--- config.mk ---
export PLATFORM = sky130hd
export DESIGN_NAME = inst_loader
export DESIGN_NICKNAME = d
export VERILOG_FILES = /design/src/rtl/inst_loader_pkg.sv /design/src/rtl/word_assembler.sv /design/src/rtl/inst_loader.sv
export SDC_FILE = /design/constraint.sdc
export NUM_CORES = 1
export LEC_CHECK = 0
export ABC_CLOCK_PERIOD_IN_PS = 1900
export BUFFER_PORTS_ARGS = -buffer_cell sky130_fd_sc_hd__buf_2
export CORE_MARGIN = 8
export CORE_UTILIZATION = 50
export CTS_BUF_LIST = sky130_fd_sc_hd__clkbuf_4 sky130_fd_sc_hd__clkbuf_8
export CTS_CLUSTER_SIZE = 30
export DETAILED_ROUTE_END_ITERATION = 7
export PLACE_DENSITY_LB_ADDON = 0.08
export SYNTH_ARGS = -nofsm -noshare
export SYNTH_HDL_FRONTEND = slang
export SYNTH_HIERARCHICAL = 1
export SYNTH_SLANG_ARGS = --single-unit
export TNS_END_PERCENT = 100
--- constraint.sdc ---
create_clock -name clk -period 1.9 [get_ports clk]
set_clock_uncertainty 0.05 [all_clocks]
set_input_delay 0.38 -clock clk [delete_from_list [all_inputs] [get_ports clk]]
set_output_delay 0.38 -clock clk [all_outputs]
set_load 0.05 [all_outputs]
--- src/rtl/inst_loader_pkg.sv ---
// Shared types for the boot loader slice.
// Types carries the core's address/instruction words; LoaderType the FSM encoding.
package Types;
  typedef logic [31:0] addr_t;
  typedef logic [31:0] inst_t;
endpackage

package LoaderType;
  typedef enum logic [2:0] {
    LEN_HI,
    LEN_LO,
    BYTE,
    WRITE,
    DONE,
    ERROR
  } loader_state_t;

  localparam int LEN_BYTES = 2;
endpackage

--- src/rtl/word_assembler.sv ---
// Big-endian word assembler: shifts bytes in from the right.
// full flags the shift that completes the current word.
module word_assembler
  import Types::*;
(
  input  logic       clk,
  input  logic       rst,
  input  logic       shift_en,
  input  logic [7:0] byte_in,
  output inst_t      word,
  output logic       full
);

  logic [1:0] cnt;

  always_ff @(posedge clk) begin
    if (rst) begin
      word <= '0;
      cnt  <= '0;
    end else if (shift_en) begin
      word <= {word[23:0], byte_in};
      cnt  <= cnt + 2'd1;
    end
  end

  assign full = shift_en && (cnt == 2'd3);

endmodule

--- src/rtl/inst_loader.sv ---
// Boot-time loader: length-prefixed byte stream into the fetcher's
// instruction store, holding the CPU in reset until the image is in.
module inst_loader
  import Types::*;
  import LoaderType::*;
#(
  parameter addr_t BASE_ADDR = 32'h0000_0000,
  parameter int    MAX_WORDS = 1024
) (
  input  logic       clk,
  input  logic       rst,
  input  logic [7:0] in_data,
  input  logic       in_valid,
  output logic       in_ready,
  output addr_t      load_addr,
  output inst_t      load_inst,
  output logic       load,
  output logic       chip_select,
  output logic       cpu_rst,
  output logic       done,
  output logic       error
);

  localparam logic [31:0] MAX_W = 32'(MAX_WORDS);

  loader_state_t state, state_n;
  logic [7:0]    len_hi;
  logic [15:0]   remaining;
  logic [15:0]   count;
  logic          accept;
  logic          shift_en;
  logic          full;

  assign accept   = in_valid && in_ready;
  assign shift_en = accept && (state == BYTE);
  assign count    = {len_hi, in_data};

  word_assembler u_asm (
    .clk      (clk),
    .rst      (rst),
    .shift_en (shift_en),
    .byte_in  (in_data),
    .word     (load_inst),
    .full     (full)
  );

  always_comb begin
    state_n = state;
    unique case (state)
      LEN_HI: if (accept) state_n = LEN_LO;
      LEN_LO: begin
        if (accept) begin
          if (count == 16'd0)
            state_n = DONE;
          else if ({16'd0, count} > MAX_W)
            state_n = ERROR;
          else
            state_n = BYTE;
        end
      end
      BYTE:  if (full) state_n = WRITE;
      WRITE: begin
        if (remaining == 16'd1)
          state_n = DONE;
        else
          state_n = BYTE;
      end
      DONE:  state_n = DONE;
      ERROR: state_n = ERROR;
      default: state_n = LEN_HI;
    endcase
  end

  always_ff @(posedge clk) begin
    if (rst) begin
      state     <= LEN_HI;
      len_hi    <= '0;
      remaining <= '0;
      load_addr <= BASE_ADDR;
    end else begin
      state <= state_n;
      if (accept && state == LEN_HI)
        len_hi <= in_data;
      if (accept && state == LEN_LO)
        remaining <= count;
      if (state == WRITE) begin
        load_addr <= load_addr + 32'd4;
        remaining <= remaining - 16'd1;
      end
    end
  end

  // Ready depends on state only; rst just masks it.
  assign in_ready = !rst &&
    (state == LEN_HI || state == LEN_LO || state == BYTE);

  assign load        = (state == WRITE);
  assign chip_select = (state == WRITE);
  assign cpu_rst     = (state != DONE);
  assign done        = (state == DONE);
  assign error       = (state == ERROR);

endmodule
---- After elaboration in Yosys (flattened, before gate mapping) ----
Index checks and enable logic that the tools add are counted.
operators by class
  add/sub/neg operators ................... 3
  multipliers ............................. 0
  divide/modulo/power cells ............... 0
  $lt $le $gt $ge ......................... 1
  eq/ne operators ......................... 11
  shifts and indexed selects .............. 0
  muxes and demuxes ....................... 9
  bitwise operators ....................... 0
  reductions and logical operators ........ 13
operators with widths
  operator                 number
  $add A32 B3 Y32 const B  1
  $mux W16                 2
  $mux W3                  6
  $pmux W3 S6              1
  $eq A16 B1 Y1 const B    1
  $gt A16 B11 Y1 const B   1
  $logic_not A16 Y1        1
  $sub A16 B1 Y16 const B  1
  $eq A3 B2 Y1 const B     2
  $eq A3 B3 Y1 const B     2
  $logic_and A1 B1 Y1      6
  $ne A2 B2 Y1 const B     3
  $eq A3 B1 Y1 const B     1
  $logic_not A3 Y1         1
  $ne A3 B3 Y1 const B     1
  $reduce_and A3 Y1        1
  $add A2 B1 Y2 const B    1
  $eq A2 B2 Y1 const B     1
  $logic_or A1 B1 Y1       2
  $reduce_bool A2 Y1       1
  $logic_not A1 Y1         1
storage, ports and cells
  bits in registers ....................... 93
  latch bits .............................. 0
  RAM bits ................................ 0
  bits in read-only memories .............. 0
  input port bits ......................... 11
  output and inout bits ................... 70
  logic and storage cells ................. 43
  memories kept ........................... 0

---- Logic depth before layout (Yosys ltp) ----
Gate-level depths: netlist (run 1).
  word-level depth ........................ 9
  mapped depth ............................ 10

---- Hierarchy ----
The synthesis (run 1) kept the hierarchy.
modules (own cells, without submodules)
  module          instances  cells each  area each (µm²)  seq. area each (µm²)
  inst_loader     1          348         2859.0           1141.1
  word_assembler  1          112         1257.5           680.7

---- Worst setup path before layout (run 1) ----
OpenSTA, ideal clock, no wires.
  kind .................................... register -> register
  start ................................... reg load_addr[7]
  end ..................................... reg load_addr[18]
  arrival ................................. 1.935 ns
  path slack .............................. -0.213 ns
  stages on the path, launching flop included .. 7
  path buffers ............................ 1
  period minus slack after synthesis ...... 2.113 ns
  path through ............................ dfxtp_1 -> and4_1 -> nand4_2 -> clkbuf_1 -> nor4_1 -> xnor2_1 -> nor2_1
between the ends
  cells in the longest elaborated chain, start to end .. 1
RTL lines
  element                 line               RTL
  start, declared         inst_loader.sv:15  output addr_t load_addr,
  start signal, assigned  inst_loader.sv:87  load_addr <= load_addr + 32'd4;
  $add A32 B3 Y32         inst_loader.sv:87
Every way passes these cells.
A chain may end at the register's enable or synchronous reset.

---- Final worst setup path (run 1) ----
  start ................................... reg remaining[1]
  end ..................................... reg remaining[12]
between the ends
  cells in the longest elaborated chain, start to end .. 2
RTL lines
  element                 line               RTL
  start, declared         inst_loader.sv:28  logic [15:0] remaining;
  start signal, assigned  inst_loader.sv:85  remaining <= count;
  start signal, assigned  inst_loader.sv:88  remaining <= remaining - 16'd1;
  $sub A16 B1 Y16         inst_loader.sv:88
  $mux W16                inst_loader.sv:86  if (state == WRITE) begin
Every way passes these cells.

==> results of run 1 <==
==> routing by layer <==
layer	vias to the layer above	share of wire [%]	routed length, um
met5	-	0	0
met4	0	1.8	176
met3	12	5.1	510
met2	70	46	4610
met1	1650	47	4620
li1	1784	-	-
==> tightest hold or removal path, delay by kind of cell <==
| family | cells | cell delay (ps) |
|---|---|---|
| multiplexers | 1 | 70 |
| buffers and inverters | 1 | 120 |
| AND/OR/NAND/NOR | 1 | 70 |
==> synthesized netlist by cell type, drive strengths merged (2+ instances only) <==
cell     n
o21ai    7
dfxtp   91
or2      2
nand2   24
xor2     3
and3     3
xnor2   24
nor2    86
nor4    19
nor4b    5
nand4    7
o311ai   3
or3      8
o211ai   3
nor3    12
a311o    2
mux2i   41
a21oi   21
a31oi    4
or4      4
nand2b   2
and4     5
nand3   16
clkbuf  12
and2     4
a211oi   4
ha       4
inv     17
buf     16
==> area by class of cell <==
| cell class | instances | area share, % |
|---|---|---|
| well taps | 105 | 2.58 |
| repair buffers | 108 | 13.0 |
| clock inverters | 6 | 0.934 |
| clock buffers | 10 | 2.70 |
| flip-flops and latches | 91 | 36.3 |
| inverters | 17 | 1.38 |
| multi-input cells | 325 | 43.1 |
==> power by group <==
part / internal [uW] / switching [uW]
clock: 528 / 726
combinational: 125 / 209
sequential: 1930 / 25.8
==> layout by cell type (no fill, tap or decap), drive strengths merged, types with 3 or more instances in the layout <==
master	instances
clkbuf	12
o211ai	3
xor2	3
nor4	19
ha	4
or4	4
nor4b	5
o21ai	7
mux2i	41
dfxtp	91
a31oi	4
nand3	16
buf	106
nand4	7
a21oi	21
and3	3
nor3	12
a211oi	4
xnor2	24
or3	8
nor2	86
and4	5
and2	4
clkinv	3
nand2	24
o311ai	3
inv	19
==> sequential cells by signal, summed over array words and instances, names as in the netlist <==
name,count
remaining,16
u_asm/cnt,2
len_hi,8
u_asm/word,32
state,3
load_addr,30
==> metrics by stage <==
step / hold slack [ps] / cells / utilization [%] / setup TNS [ps] / power, uW
final: 269 / 662 / 62.9 / 0 / 3550
after global routing: 271 / 662 / 62.9 / -173 / 3700
after CTS: 256 / 658 / 60.9 / -11.9 / 3570
after detailed placement: 428 / 639 / 57.9 / -15.4 / 2310
after global placement: 416 / 639 / 57.9 / 0 / 2310
after floorplan: 391 / 461 / - / 0 / 2220
==> timing repair <==
item                       in CTS  in global routing
pin swaps                       4                  5
resized for setup              11                 31
hold buffers                    0                  0
buffers inserted                3                  4
setup endpoints to repair       5                 23
==> path summary, 6_finish.rpt <==
check / start / end / slack [ps] / depth (start not counted)
worst min register to register: u_asm/word[25] / u_asm/word[25] / 440 / 2
worst min-delay path: in_data[6] / u_asm/word[6] / 270 / 3
worst max register to register: remaining[1] / remaining[12] / 40 / 7
worst max-delay path: remaining[1] / remaining[12] / 40 / 7
==> kinds of logic after synthesis <==
family / Yosys count
AO/OA/AOI/OAI: 50
buffers and inverters: 45
multiplexers: 42
AND/OR/NAND/NOR: 200
flip-flops: 91
other: 1
adder cells (fa/ha/maj): 4
XOR/XNOR: 27
==> summary.txt, run 1 <==
Run status
  – Outcome: finished, final reports clean

Logic synthesis
  – Mean Syn Cell Area: 8.95 sq um
  – Sequential area share after synthesis: 44.3%
  – XOR/XNOR share of the synthesized area: 5.74%
  – Ranking of synthesized cells by area: dfxtp_1, mux2i_1, nor2_1
  – Compound-Gate Fraction of Synth Area: 7.63%
  – FFs w/ async S/R, synth: 0%
  – Syn Inst Count: 460
  – Syn. warnings: 6
  – Largest area contributor in the netlist: dfxtp_1
  – Primary FF master, synth: dfxtp_1
  – Post-synthesis mux area share: 10.2%
  – Post-Synth Adder-Cell Area: 1.22%
  – Main combinational cell family by area after synthesis: simple AND/OR/NAND/NOR gates
  – Simple-gate portion of the synthesized area: between 20% and 30%
  – Share of the synthesized area in the top cell type: 44.3%
  – Distinct cells, synth: 51
  – Flops & latches, synth: roughly 90
  – Number of synthesized flops with an enable pin: 0
  – Mapped Area: ~4100 sq um

Drt
  – Via density: around 5.3
  – DRT iter0 DRCs: about 150
  – Antenna viol nets, final: 0
  – Drt wl/cell: 15.0 um
  – Via count: around 3500
  – WL final: ~9900 um
  – Drt drc: 0
  – DRT Pass-1 Iters: 4

Finish
  – Area of the multi-input gates: about 2200 sq um
  – Area Growth Syn to Fin: 23.6%
  – Layout fillers: 725
  – Reg area: 1850 sq um
  – NumNets Final: 567
  – Fin area: 5090 sq um
  – Layout cells sized above 1: a little under a third
  – # diodes: 0

Timing
  – Final setup viols: 0
  – Setup ws final: 35.6 ps
  – Worst slew pin tran: 579 ps
  – Fin. Hold Viols: 0
  – Max_slew headroom: between 60% and 70%
  – Tcrit/Tclk final: 98.1%
  – RSZ-0062 raised after global routing: yes
  – FMAX: 0.536 GHz
  – Final Slew Violations: 0
  – Minimum clock period: 1860 ps

Floorplan
  – Die span in y: 107 um
  – Core Area: 8090 sq um
  – Die Area: 11400 sq um
  – # IOs: 81
  – Starting Density: 50.9%
  – Die W: 107 um
  – # rows: 33

Worst setup path
  – CP arrival: 2110 ps
  – Cell with the largest stage delay on the worst path: or4_4
  – Crit Path Max Fanout: 5
  – Critical path capture point type: flip-flop
  – Top delay family on crit path: simple AND/OR/NAND/NOR gates
  – Startpoint Class: flip-flop
  – Cell Chain, Critical Path: inv_2 -> ha_4 -> inv_2 -> or4_4 -> or3_4 -> a2bb2oi_2 -> a21oi_2
  – Most used cell, CP: inv_2
  – Buf+Inv Stages, Crit Path: 2
  – CP peak stage delay: 550 ps
  – Crit Path Category: reg -> reg
  – Crit path required time: 2140 ps

Power and ir drop
  – Leakage Power: 0.00205 uW
  – Pwr Density: 697 nW/um^2
  – VDD IR-drop max: 0.540 mV

GRT
  – Grt met3 use: 4.02%
  – First-pass GRT wire length: 16200 um
  – Vias in the first global route: 3391
  – Largest net degree at the start of global routing: about 50
  – Tot GR Track Use: roughly 17%
  – Top Usage Layer GRT: met2
  – Met1 track demand over resource: 21.5%
  – Initial antenna violation count: 0
  – Met2 usage: 27.0%
  – Total gr overflow: 0

CTS
  – Max clock buf depth: 2
  – CTS clk-pin slew, worst paths: 100 ps
  – Clock sinks: 91
  – CTS tree: yes
  – Number of H-tree levels: 3
  – Clk root buf: clkbuf_8
  – Clk_lat worst skew: 360 ps
  – CTS buffer count: 9

Place
  – Routability cong.: between 0.8 and 0.9
  – HPWL Detailed: around 6900 um
  – Placed instance area: 4680 sq um
  – Port bufs: 78
  – Worst slack at placement: -15.4 ps

Min path
  – Min-delay worst type: in -> reg

Run
  – Max-Cap Viols: 0
No activity file was read; power rests on OpenSTA's default activity.
==> inputs of run 2 (changes only) <==
--- a/config.mk
+++ b/config.mk
@@ -7,7 +7,7 @@
 export LEC_CHECK = 0
 export ABC_CLOCK_PERIOD_IN_PS = 1900
 export BUFFER_PORTS_ARGS = -buffer_cell sky130_fd_sc_hd__buf_2
-export CORE_MARGIN = 8
+export CORE_MARGIN = 2
 export CORE_UTILIZATION = 50
 export CTS_BUF_LIST = sky130_fd_sc_hd__clkbuf_4 sky130_fd_sc_hd__clkbuf_8
 export CTS_CLUSTER_SIZE = 30
==> run 2 against run 1 <==
  * Via count grew 0.14%
  * Total power grew 2.9%
  * Largest power group unchanged
  * Sequential cell count is the same
  * Clock-buffer cell count grew 1
  * Utilization shrank 0.19 points
  * Critical path depth shrank 2
  * Clock power grew 8%
  * Combinational power is essentially flat
  * Die area shrank 21%
  * Sequential power is essentially flat
  * Fmax grew 0.33%
==> summary.txt, run 2 (synthesis results as in run 1) <==
CTS
  – CTS tree: yes
  – CTS buffer count: 9
  – Max clock buf depth: 2
  – CTS clk-pin slew, worst paths: around 90 ps
  – Post-cts hold buffer count: 0
  – Clk root buf: clkbuf_8
  – Number of H-tree levels: 3
  – Clock sinks: 91
  – Clk_lat worst skew: roughly 350 ps

Timing
  – Final Slew Violations: 0
  – FMAX: 0.538 GHz
  – Final hold slack: 284 ps
  – Minimum clock period: 1860 ps
  – Max_slew headroom: 59.1%
  – Tcrit/Tclk final: 97.8%
  – Sum Neg Setup Slack: 0 ps
  – Final setup viols: 0
  – Fin. Hold Viols: 0
  – RSZ-0062 raised after global routing: yes
  – Worst slew pin tran: 614 ps

Worst setup path
  – CP arrival: 2100 ps
  – CP peak stage delay: about 550 ps
  – Crit Path Category: reg -> reg
  – Crit Path Max Fanout: 5
  – Critical path capture point type: flip-flop
  – Cell Chain, Critical Path: or2_4 -> or4_4 -> or3_4 -> a2bb2oi_1 -> a21oi_1
  – FF-to-FF setup slack: 40 ps
  – Crit path required time: 2140 ps
  – Startpoint Class: flip-flop
  – Cell with the largest stage delay on the worst path: or4_4

GRT
  – Grt met3 use: 3.99%
  – Met1 track demand over resource: 29.6%
  – Total gr overflow: 0
  – First-pass GRT wire length: around 15000 um
  – Tot GR Track Use: 21.7%
  – Largest net degree at the start of global routing: 61
  – Top Usage Layer GRT: met2
  – Vias in the first global route: 3205
  – Initial antenna violation count: 0
  – Met2 usage: between 30 and 40%

Place
  – Routability cong.: 0.873
  – HPWL Detailed: 6630 um
  – Port bufs: approximately 80

Drt
  – Via density: 5.33
  – DRT Pass-1 Iters: 4
  – Antenna viol nets, final: 0
  – Via count: 3521
  – Drt wl/cell: between 10 and 15 um
  – WL final: 9480 um
  – Drt drc: 0
  – DRT iter0 DRCs: roughly 190

Run status
  – Outcome: finished, final reports clean

Floorplan
  – Starting Density: 50.9%
  – # IOs: 81
  – Die Area: ~9000 sq um
  – Die span in y: 94.7 um
  – Core Area: roughly 8100 sq um
  – # rows: 33
  – Die W: 94.7 um

Min path
  – Min-delay worst type: in -> reg

Finish
  – Layout cells sized above 1: 30.9%
  – Biggest regs: u_asm/word (32), load_addr (30), remaining (16)
  – NumNets Final: 566
  – Commonest cells after routing, fill and taps aside: nor2_1, dfxtp_1, buf_2, mux2i_1, buf_4
  – Max reg flops: 32
  – Largest register by flop count: u_asm/word
  – # diodes: 0
  – Area Growth Syn to Fin: 23.3%
  – Commonest non-fill, non-tap cell in the layout: nor2_1

Power and ir drop
  – Total chip power: 3650 uW
  – VDD IR-drop max: between 0.3 and 0.4 mV
  – Leakage Power: 0.00205 uW
  – Pwr Density: 719 nW/um^2

Run
  – Max-Cap Viols: 0
-- run 2: changes by cell type in the layout (fill, tap and decap cells not counted), moves of 2 or more --
cell / change
nand3_2: +2
buf_6: +3
buf_4: -4
nor4_2: -2
nor4_1: +2
-- run 2: metal layers --
layer | part of all wire (%) | vias up
met5 | 0 | -
met4 | 1.5 | 0
met3 | 3.8 | 13
met2 | 46 | 69
met1 | 49 | 1656
li1 | - | 1783
-- run 2: stage by stage --
stage	worst slack (ps)	std cells	cell area [sq um]	util, %
2_1_floorplan	11.0	461	4160	-
3_3_place_gp	37.5	644	4730	58.5
3_5_place_dp	18.1	644	4730	58.5
4_1_cts	3.31	661	4960	61.3
5_1_grt	-41.3	661	5070	62.7
6_report	41.8	661	5070	62.7
-- run 2: layout make-up --
| class | instances | area (sq um) |
|---|---|---|
| Fill cell | 744 | 3020 |
| Multi-Input combinational cell | 325 | 2160 |
| Inverter | 17 | 67.6 |
| Timing Repair Buffer | 107 | 668 |
| Tap cell | 105 | 131 |
| Clock inverter | 5 | 60.1 |
| Clock buffer | 11 | 145 |
| Sequential cell | 91 | 1850 |
-- run 2: repair_timing --
item	in CTS	in global routing
gates cloned	0	0
setup buffers	1	0
endpoints found under the setup margin	6	17
resized for setup	10	25
pin swaps	1	3
-- run 2: final timing paths --
kind	start	to	depth (start not counted)
setup / recovery	remaining[2]	remaining[12]	5
hold / removal	in_data[3]	len_hi[3]	3
setup reg to reg	remaining[2]	remaining[12]	5
hold reg to reg	len_hi[3]	remaining[11]	2
-- run 2: power by group --
part	switching [uW]	internal, uW	leakage (uW)	total (uW)
clock	687	667	0.000104	1350
combinational	210	126	0.00121	336
sequential	26.0	1930	0.000743	1960
total	923	2730	0.00205	3650
-- run 2: worst max-delay path, delay by kind of cell (launching register included) --
family | cells | cell delay, ps
flip-flops | 1 | 330
AO/OA/AOI/OAI | 2 | 250
AND/OR/NAND/NOR | 3 | 1160
==> inputs of run 3 (changes only) <==
--- a/config.mk
+++ b/config.mk
@@ -5,7 +5,7 @@
 export SDC_FILE = /design/constraint.sdc
 export NUM_CORES = 1
 export LEC_CHECK = 0
-export ABC_CLOCK_PERIOD_IN_PS = 1900
+export ABC_CLOCK_PERIOD_IN_PS = 1500
 export BUFFER_PORTS_ARGS = -buffer_cell sky130_fd_sc_hd__buf_2
 export CORE_MARGIN = 2
 export CORE_UTILIZATION = 50
==> constraint.sdc (replaced) <==
create_clock -name clk -period 1.5 [get_ports clk]
set_clock_uncertainty 0.05 [all_clocks]
set_input_delay 0.3 -clock clk [delete_from_list [all_inputs] [get_ports clk]]
set_output_delay 0.3 -clock clk [all_outputs]
set_load 0.05 [all_outputs]
==> run 3 against run 2 <==
  * The flow now finishes with violations (negative setup slack)
  * Sequential share of layout area is 9.2 points lower
  * Design area is 39% higher
  * Via count is 25% higher
  * Fmax is 2.9% lower
  * Worst hold slack worse by 75 ps
  * Sequential power is 26% higher
  * Utilization is 24 points higher
  * Non-clock buffer count is 121 higher
  * Register-to-register slack worse by 460 ps
  * Total power is 30% higher
  * Setup slack worse by 460 ps
  * Highest routed layer unchanged
==> summary.txt, run 3 (synthesis results as in run 1) <==
Power and ir drop
  – Leakage Power: ~0.0032 uW
  – Switching portion of total power: 28.6%
  – Pwr Density: 675 nW/um^2
  – Logic pwr share: 16.1%
  – Clock Power Share: 32.1%
  – VDD IR-drop max: 0.552 mV
  – Share of power burned in registers: 51.7%
  – Psw: ~1400 uW
  – Pint: between 3000 and 4000 uW

Worst setup path
  – Critical path capture point type: flip-flop
  – CP arrival: 2150 ps
  – Crit Path Max Fanout: 3
  – Startpoint Class: flip-flop
  – Crit Path Category: reg -> reg
  – Crit path required time: 1740 ps

Place
  – HPWL Detailed: between 7000 and 8000 um
  – Routability cong.: between 0.9 and 1
  – Port bufs: 78
  – Placed instance area: between 5000 and 6000 sq um

Floorplan
  – Starting Density: 50.9%
  – Core Area: 8090 sq um
  – Die Area: 8970 sq um
  – # rows: 33
  – Die span in y: 94.7 um
  – Die W: 94.7 um
  – # IOs: 81

CTS
  – CTS buffer count: 9
  – Number of H-tree levels: 3
  – Clk root buf: clkbuf_8
  – CTS clk-pin slew, worst paths: approximately 90 ps
  – Clock sinks: 91
  – CTS tree: yes
  – Max clock buf depth: 2
  – Clk_lat worst skew: 370 ps

Timing
  – Tcrit/Tclk final: 128%
  – Final setup viols: 93
  – Max_slew headroom: between 50% and 60%
  – RSZ-0062 raised after global routing: yes
  – FMAX: 0.522 GHz
  – Final Slew Violations: 0
  – Minimum clock period: 1910 ps
  – Worst slew pin tran: 735 ps
  – Sum Neg Setup Slack: -19520 ps
  – Fin. Hold Viols: 0
  – Setup ws final: -414 ps

Finish
  – Max reg flops: 32
  – NumNets Final: 688
  – Fin area: 7040 sq um
  – Commonest cells after routing, fill and taps aside: buf_4, nor2_1, buf_2, dfxtp_1, buf_6
  – Largest register by flop count: u_asm/word
  – Commonest non-fill, non-tap cell in the layout: buf_4
  – Biggest regs: u_asm/word (32), load_addr (30), remaining (16)
  – # diodes: 0
  – Layout cells sized above 1: 56.9%
  – Area Growth Syn to Fin: 71.1%

Drt
  – Via count: 4412
  – WL final: around 15000 um
  – DRT Pass-1 Iters: 5
  – Drt wl/cell: between 15 and 20 um
  – Drt drc: 0
  – DRT iter0 DRCs: about 290
  – Via density: 5.64
  – Antenna viol nets, final: 0

GRT
  – Total gr overflow: 0
  – Tot GR Track Use: 29.8%
  – Initial antenna violation count: 0
  – Largest net degree at the start of global routing: 73
  – Vias in the first global route: ~4200
  – First-pass GRT wire length: 20700 um

Run status
  – Outcome: finished, violations left
  – Failing checks: negative setup slack

Run
  – Max-Cap Viols: 0

Min path
  – Min-delay worst type: in -> reg
-- run 3: routing by layer --
layer | track usage (%) | routed length [um] | vias up
li1 | - | - | 2023
met1 | 37.7 | 5970 | 2147
met2 | 50.3 | 7410 | 187
met3 | 5.59 | 832 | 55
met4 | 11.4 | 568 | 0
met5 | 0 | 0 | -
-- run 3: final cells by class --
class                           count  area [sq um]
Fill cell                         390          1050
Multi-Input combinational cell    326          2790
Sequential cell                    91          1910
Clock buffer                       10           131
Inverter                           17          72.6
Clock inverter                      5          37.5
Timing Repair Buffer              228          1980
Tap cell                          105           131
-- run 3: what timing repair did --
item | 4_1_cts | 5_1_grt
hold buffers | 0 | 0
setup buffers | 34 | 25
pin swaps | 48 | 38
gates cloned | 6 | 0
gates resized for setup | 120 | 72
endpoints found under the setup margin | 87 | 96
hold endpoints to repair | 0 | 0
-- run 3: worst max-delay path, stage by stage (launching register included) --
cell and delay [ps]:
dfxtp_2 340, inv_2 60, ha_2 180, inv_1 90
or4_4 450, or3_4 410, a2bb2oi_1 140, a21oi_1 120
-- run 3: worst paths after layout --
| check | start | end | slack, ps | cells after the start |
|---|---|---|---|---|
| worst max register to register | remaining[0] | remaining[12] | -410 | 7 |
| worst min register to register | u_asm/word[28] | u_asm/word[28] | 460 | 2 |
| worst min-delay path | in_data[6] | remaining[6] | 210 | 3 |
| worst max-delay path | remaining[0] | remaining[12] | -410 | 7 |
-- run 3: power by group through the flow --
| stage | Sequential (uW) | Clock, uW | Combinational, uW |
|---|---|---|---|
| floorplan | 2520 | 0 | 301 |
| global placement | 2500 | 0 | 504 |
| detailed placement | 2500 | 0 | 511 |
| CTS | 2450 | 1540 | 648 |
| global route | 2460 | 1640 | 797 |
| finish | 2460 | 1530 | 765 |
-- run 3: metrics by stage --
stage	power (uW)	hold WS (ps)	instances	worst slack, ps	utilization [%]
final	4750	209	782	-414	87.0
after global routing	4900	214	782	-467	87.0
after CTS	4640	189	765	-360	81.9
after detailed placement	3020	432	711	-365	68.9
after global placement	3010	419	711	-326	68.9
after floorplan	2820	391	461	-296	-
